--- config.mk ---
export PLATFORM = sky130hd
export DESIGN_NAME = plc_timer_bank
export DESIGN_NICKNAME = d
export VERILOG_FILES = /design/src/rtl/plc_timer_bank.sv
export SDC_FILE = /design/constraint.sdc
export NUM_CORES = 1
export LEC_CHECK = 0
export ABC_AREA = 1
export BUFFER_PORTS_ARGS = -buffer_cell sky130_fd_sc_hd__buf_2
export CORE_MARGIN = 1
export CORE_UTILIZATION = 35
export DETAILED_ROUTE_END_ITERATION = 8
export GPL_ROUTABILITY_DRIVEN = 0
export PLACE_DENSITY_LB_ADDON = 0.2
export SLEW_MARGIN = 20
export SYNTH_ARGS = -nofsm -noshare
export SYNTH_HDL_FRONTEND = slang
export SYNTH_SLANG_ARGS = --single-unit
--- constraint.sdc ---
create_clock -name clk -period 2 [get_ports clk]
set_input_delay 0.2 -clock clk [delete_from_list [all_inputs] [get_ports clk]]
set_output_delay 0.2 -clock clk [all_outputs]
set_load 0.01 [all_outputs]
--- src/rtl/plc_timer_bank.sv ---
// plc_timer_bank: N_CH independent IEC-style TON/TOF/TP timers sharing one tick prescaler.
// Each channel has MANUAL/AUTO/OFF mode select, a run-time preset, an expiry pulse and elapsed readback.
module plc_timer_bank #(
    parameter int unsigned N_CH       = 4,
    parameter int unsigned CNT_W      = 16,
    parameter int unsigned PRESCALE   = 1,
    parameter int unsigned DEF_PRESET = 20,
    parameter int unsigned CH_W       = (N_CH > 1) ? $clog2(N_CH) : 1
) (
    input  logic                clk,
    input  logic                rst_n,
    input  logic                ena,
    input  logic [N_CH-1:0]     start,
    input  logic [N_CH-1:0]     auto,
    input  logic [N_CH-1:0]     man,
    input  logic [2*N_CH-1:0]   tmode,
    input  logic                cfg_we,
    input  logic [CH_W-1:0]     cfg_ch,
    input  logic [CNT_W-1:0]    cfg_preset,
    input  logic [CH_W-1:0]     rd_ch,
    output logic [CNT_W-1:0]    rd_elapsed,
    output logic [N_CH-1:0]     q,
    output logic [N_CH-1:0]     done
);
    localparam int unsigned      PRE_W    = (PRESCALE > 1) ? $clog2(PRESCALE) : 1;
    localparam logic [PRE_W-1:0] PRE_LAST = PRE_W'(PRESCALE - 1);
    localparam logic [CNT_W-1:0] CNT_MAX  = '1;
    localparam logic [1:0]       TM_TOF   = 2'b01;
    localparam logic [1:0]       TM_TP    = 2'b10;

    typedef enum logic [1:0] {
        ST_IDLE = 2'd0,
        ST_RUN  = 2'd1,
        ST_HOLD = 2'd2
    } state_t;

    state_t           state_q   [N_CH];
    state_t           state_d   [N_CH];
    logic [1:0]       mode_q    [N_CH];
    logic [1:0]       mode_d    [N_CH];
    logic [CNT_W-1:0] elapsed_q [N_CH];
    logic [CNT_W-1:0] elapsed_d [N_CH];
    logic [CNT_W-1:0] preset_q  [N_CH];
    logic [N_CH-1:0]  q_d;
    logic [N_CH-1:0]  done_d;
    logic [N_CH-1:0]  expiry;
    logic [PRE_W-1:0] pre_cnt;
    logic             tick;
    logic [CNT_W-1:0] rd_sel_c;

    assign tick = (pre_cnt == PRE_LAST);

    // Free-running tick prescaler, frozen while ena is low
    always_ff @(posedge clk or negedge rst_n) begin
        if (!rst_n) begin
            pre_cnt <= '0;
        end else if (ena) begin
            pre_cnt <= tick ? '0 : pre_cnt + PRE_W'(1);
        end
    end

    // Preset registers; out-of-range channel writes match no entry and are dropped
    always_ff @(posedge clk or negedge rst_n) begin
        if (!rst_n) begin
            for (int i = 0; i < N_CH; i++) preset_q[i] <= CNT_W'(DEF_PRESET);
        end else begin
            for (int i = 0; i < N_CH; i++) begin
                if (cfg_we && (cfg_ch == CH_W'(i))) preset_q[i] <= cfg_preset;
            end
        end
    end

    // Per-channel next state, elapsed count and outputs
    always_comb begin
        for (int i = 0; i < N_CH; i++) begin
            state_d[i]   = state_q[i];
            mode_d[i]    = mode_q[i];
            elapsed_d[i] = elapsed_q[i];
            q_d[i]       = q[i];
            done_d[i]    = 1'b0;
            expiry[i]    = (state_q[i] == ST_RUN) && (elapsed_q[i] >= preset_q[i]);

            if (man[i]) begin
                state_d[i]   = ST_IDLE;
                elapsed_d[i] = '0;
                q_d[i]       = start[i];
            end else if (!auto[i]) begin
                state_d[i]   = ST_IDLE;
                elapsed_d[i] = '0;
                q_d[i]       = 1'b0;
            end else begin
                case (state_q[i])
                    ST_IDLE: begin
                        q_d[i]       = 1'b0;
                        elapsed_d[i] = '0;
                        if (start[i]) begin
                            mode_d[i] = tmode[2*i +: 2];
                            if (tmode[2*i +: 2] == TM_TOF) begin
                                state_d[i] = ST_HOLD;
                                q_d[i]     = 1'b1;
                            end else begin
                                state_d[i] = ST_RUN;
                                q_d[i]     = (tmode[2*i +: 2] == TM_TP);
                            end
                        end
                    end
                    ST_RUN: begin
                        if (mode_q[i] == TM_TOF) begin
                            if (start[i]) begin
                                state_d[i]   = ST_HOLD;
                                elapsed_d[i] = '0;
                            end else if (expiry[i]) begin
                                state_d[i]   = ST_IDLE;
                                elapsed_d[i] = '0;
                                q_d[i]       = 1'b0;
                                done_d[i]    = 1'b1;
                            end else if (tick && (elapsed_q[i] != CNT_MAX)) begin
                                elapsed_d[i] = elapsed_q[i] + CNT_W'(1);
                            end
                        end else if (mode_q[i] == TM_TP) begin
                            if (expiry[i]) begin
                                state_d[i] = ST_HOLD;
                                q_d[i]     = 1'b0;
                                done_d[i]  = 1'b1;
                            end else if (tick && (elapsed_q[i] != CNT_MAX)) begin
                                elapsed_d[i] = elapsed_q[i] + CNT_W'(1);
                            end
                        end else begin
                            if (!start[i]) begin
                                state_d[i]   = ST_IDLE;
                                elapsed_d[i] = '0;
                                q_d[i]       = 1'b0;
                            end else if (expiry[i]) begin
                                state_d[i] = ST_HOLD;
                                q_d[i]     = 1'b1;
                                done_d[i]  = 1'b1;
                            end else if (tick && (elapsed_q[i] != CNT_MAX)) begin
                                elapsed_d[i] = elapsed_q[i] + CNT_W'(1);
                            end
                        end
                    end
                    ST_HOLD: begin
                        if (!start[i]) begin
                            elapsed_d[i] = '0;
                            if (mode_q[i] == TM_TOF) begin
                                state_d[i] = ST_RUN;
                            end else begin
                                state_d[i] = ST_IDLE;
                                q_d[i]     = 1'b0;
                            end
                        end
                    end
                    default: begin
                        state_d[i]   = ST_IDLE;
                        elapsed_d[i] = '0;
                        q_d[i]       = 1'b0;
                    end
                endcase
            end
        end
    end

    // Channel state registers; ena low holds everything and suppresses done
    always_ff @(posedge clk or negedge rst_n) begin
        if (!rst_n) begin
            for (int i = 0; i < N_CH; i++) begin
                state_q[i]   <= ST_IDLE;
                mode_q[i]    <= 2'b00;
                elapsed_q[i] <= '0;
            end
            q    <= '0;
            done <= '0;
        end else begin
            done <= ena ? done_d : '0;
            if (ena) begin
                for (int i = 0; i < N_CH; i++) begin
                    state_q[i]   <= state_d[i];
                    mode_q[i]    <= mode_d[i];
                    elapsed_q[i] <= elapsed_d[i];
                end
                q <= q_d;
            end
        end
    end

    // Readback mux; an unmatched channel index reads as zero
    always_comb begin
        rd_sel_c = '0;
        for (int i = 0; i < N_CH; i++) begin
            if (rd_ch == CH_W'(i)) rd_sel_c = elapsed_q[i];
        end
    end

    // Registered elapsed readback
    always_ff @(posedge clk or negedge rst_n) begin
        if (!rst_n) begin
            rd_elapsed <= '0;
        end else if (ena) begin
            rd_elapsed <= rd_sel_c;
        end
    end

endmodule

==> results.txt <==
For the final hold violation count, the log shows 0. For the number of antenna violations at the first check in global routing, the log shows 0. The biggest area contributor in the post-synthesis netlist is dfrtp_1. The horizontal extent of the die is 181 um, and the DRC violation count after routing is 0. The logs give 1703 for the total nets after synthesis and 49.1% for the final core utilization. The number of buffers created by CTS was 17. The startpoint identified for the worst register-to-register timing path is preset_q[18]$_DFFE_PN1P_. The logs give 60.9% for the relative slew slack and -0.328 ns for the worst setup slack before clock tree synthesis. The post-detailed-route via-to-cell ratio came out at 5.09. The most frequent cell after synthesis was nand2_1.

After detailed routing, the average wire length per cell comes to 15.9 um. Of the total power, combinational logic draws 21.1%. Yosys printed 0 warnings.

The region available for standard cell placement spans 31600 um2. After synthesis, the most frequently instantiated cells are 422 x nand2_1, 250 x inv_1, 160 x dfrtp_1, 159 x o21ai_0, 127 x nor2_1. The analysis attributes to net switching a power of 0.00298 W. The transition time at the pin with the least slew margin is 0.585 ns, and the initial core utilization is 35.6%.

The power share of the sequential group is 41.6%, and the post-synthesis instance area is 11200 um2. The tools report the detailed-router iteration count before antenna repair as 4. The worst setup path is captured at a register. The peak supply drop is 0.580 mV.

From synthesis to final layout, the design area changed by 37.7%. The run gives -0.162 ns as the final critical-path setup slack. The worst register-to-register path has a depth of 16. Yosys mapped the design onto 45 distinct sky130hd cell types. Cell internal power was estimated by the tool at 0.00637 W.

The tools report the H-tree depth reported by CTS as 4. Among all flip-flop cells after synthesis, the most frequent one is dfrtp_1. Of the post-synthesis cell area, the dominant cell type holds 35.6%.

The worst path needs 2.16 ns of the cycle, external delays included. The DRC violation total after the first TritonRoute iteration was 829; the die area was 32900 um2. The cell count after synthesis came out at 1587. The proportion of register bits with asynchronous set or reset after synthesis works out to 100%. The met2 demand-to-capacity share in global routing is 33.5%.

In this run the most critical hold path is launched from tmode[0]. For the endpoint arrival time on the critical path, the log shows 2.54 ns. Setup violations remaining at the end of the flow were counted as 61. The highest-delay cell along the critical path was dfstp_2.

The detailed placer's ending HPWL was 26300 um. The run finished, with violations left. The worst setup path startpoint was preset_q[18]$_DFFE_PN1P_.

The most heavily used metal layer in global routing is met2. Walking the worst path, the cells encountered are inv_2, ha_4, nand2_2, nor2_2, nor2_1, nand2_1, nand2_1, nand2_2, nand2_4, nand2_4, buf_6, nand3_4, nand2_4, nor2_4, nand3_2, nand2_2. The number of antenna-violating nets in the routed design was 0; the smallest hold slack was 0.0253 ns. The met1 global-route usage is 31.1%.

For this block, the via count after detailed routing is 11400. Ranked by total cell area, the synthesized netlist is headed by dfrtp_1 36%, nand2_1 14%, inv_1 8.3%, ha_1 8.0%, o21ai_0 7.1%. The die is 181 um tall. The ratio of final minimum period to clock period came out at 108%. TritonCTS built the clock tree. STA classifies the critical path startpoint as a register. Sequential cells were found to cover 37.5% of the synthesized design area. Summed over all layers, the routed wires come to 35700 um. For this run the aggregate overflow at the end of global routing stands at 0.

The clock net in this run drives a total of 168 sinks. The via count of the first global-routing pass was 10700; the post-synthesis sequential element count was 168. The checks that failed: setup timing. In this run the clock root is driven by a clkbuf_16. In this run the worst path has a maximum fanout of 6. Clock-pin slew was measured on the worst setup and hold paths at 0.08 ns. The fraction of power spent switching nets was 31.8%; the count of standard-cell rows was 65. For the worst-skew pair, the clock arrives at the later sink with an insertion delay of 0.45 ns. For this run, the top clock speed supported by timing is 0.463 GHz. Worst stage delay on the critical path: 0.54 ns. The tools report the met3 routing resource usage after global routing as 3.06%. Counting along the longest clock path gives a buffer depth of 2.

The power density normalized to cell area was 603 nW/um2; the maximum clock skew at final layout was 0.0149 ns. The number of port buffers works out to 67. The run gives 15500 um2 as the final instance area. Global routing used 21.7% of the available tracks.

Entering global routing, the biggest net connects 44 pins. In this run the static leakage power is 7.61 nW. The worst hold path was traced through 3 stages. The run gives 56000 um as the global-route wire length before repair.

Setup repair after global routing could not meet its margin everywhere. The post-route netlist has 29.5% of its cells at a drive strength greater than 1. The critical path is of the register to register type. The count of flip-flops with a built-in enable after synthesis was 0; the number of slew-limit violations in the final report was 0. The post-placement cell area was 13200 um2; the average cell area after synthesis was 7.09 um2. The logs give 68 for the top-level I/O count and 37.3% for the portion of total power attributed to the clock network.

The tools report the count of max-cap constraint violations as 0. The class of the most critical hold timing path was input pin to register. For this run, the post-layout net count is 1944. For the worst endpoint required time, the log shows 2.38 ns.
## area by class of cell
| class | count | area (um2) |
|---|---|---|
| Fill cell | 3043 | 16100 |
| Multi-Input combinational cell | 1133 | 7220 |
| Sequential cell | 168 | 4220 |
| Timing Repair Buffer | 252 | 1980 |
| Inverter | 256 | 971 |
| Tap cell | 402 | 503 |
| Clock buffer | 20 | 457 |
| Clock inverter | 12 | 138 |
| Antenna cell | 1 | 2.50 |
## registers in the layout (all words and copies together), names as in the netlist
signal and cells:
mode_q 8, q 4, preset_q 64, done 4
elapsed_q 64, rd_elapsed 16, state_q 8
## kinds of logic (layout without fill, tap and decap cells)
kind of cell             after synthesis  count (layout)  synth area share [%]
AND/OR/NAND/NOR                      756             760                  29.6
adder cells (fa/ha/maj)               72              72                  8.01
XOR/XNOR                              12              12                 0.934
other                                  0               1                     0
buffers and inverters                290             540                  9.78
AO/OA/AOI/OAI                        289             289                  14.2
flip-flops                           168             168                  37.5
## routing by layer
layer / vias to the layer above / part of all wire [%]
li1: 5694 / -
met1: 5414 / 49
met2: 260 / 45
met3: 44 / 4.4
met4: 0 / 2.3
met5: - / 0
## power groups by stage
stage	combinational [W]	sequential, W	clock [W]
final	0.00197	0.00389	0.00349
after global routing	0.00225	0.00392	0.00367
after CTS	0.00181	0.00388	0.00355
after detailed placement	0.00164	0.00394	0
after global placement	0.00161	0.00393	0
after floorplan	0.00104	0.00391	0
## worst paths after layout
kind                            slack (ns)                        end
worst max-delay path                 -0.16  elapsed_q[25]$_DFFE_PN0P_
worst max register to register       -0.16  elapsed_q[25]$_DFFE_PN0P_
worst min-delay path                  0.03      mode_q[6]$_DFFE_PN0P_
max in group asynchronous             1.06  elapsed_q[14]$_DFFE_PN0P_
min in group asynchronous             0.25           q[2]$_DFFE_PN0P_
worst min register to register        0.48  rd_elapsed[3]$_DFFE_PN0P_
## timing repair
| action | CTS | global route |
|---|---|---|
| pin swaps | 89 | 113 |
| gates resized for setup | 215 | 162 |
| hold buffers | 1 | 0 |
| endpoints found under the hold margin | 31 | 0 |
| gates cloned | 4 | 3 |
| buffers inserted | 17 | 15 |
| setup endpoints to repair | 78 | 78 |
## stage by stage
step / setup TNS (ns) / std cells / power (W)
6_report: -4.65 / 2244 / 0.00934
5_1_grt: -13.29 / 2243 / 0.00984
4_1_cts: -5.37 / 2228 / 0.00924
3_5_place_dp: -13.72 / 2176 / 0.00558
3_3_place_gp: -11.82 / 2176 / 0.00555
2_1_floorplan: 0 / 1587 / 0.00495
## cells in the final DEF, fill, tap and decap left out, types with 17 or more instances in the layout
| cell | count |
|---|---|
| nand2_4 | 22 |
| nand3_2 | 42 |
| inv_1 | 237 |
| nand2_1 | 369 |
| ha_1 | 59 |
| o21ai_1 | 30 |
| nor3_1 | 21 |
| a21oi_1 | 46 |
| buf_6 | 38 |
| o21ai_0 | 106 |
| buf_2 | 66 |
| nand2_2 | 38 |
| nand4_1 | 34 |
| o21ai_2 | 27 |
| nand3_1 | 47 |
| dfrtp_1 | 159 |
| o22ai_1 | 17 |
| nor2_1 | 107 |
| buf_4 | 138 |
| clkbuf_16 | 18 |
## critical path, delay by kind of cell (launching register included)
| kind | cells | cell delay, ns |
|---|---|---|
| adder cells (fa/ha/maj) | 1 | 0.20 |
| AND/OR/NAND/NOR | 13 | 1.14 |
| buffers and inverters | 2 | 0.17 |
| flip-flops | 1 | 0.54 |
Power figures use the tool's default switching activity.
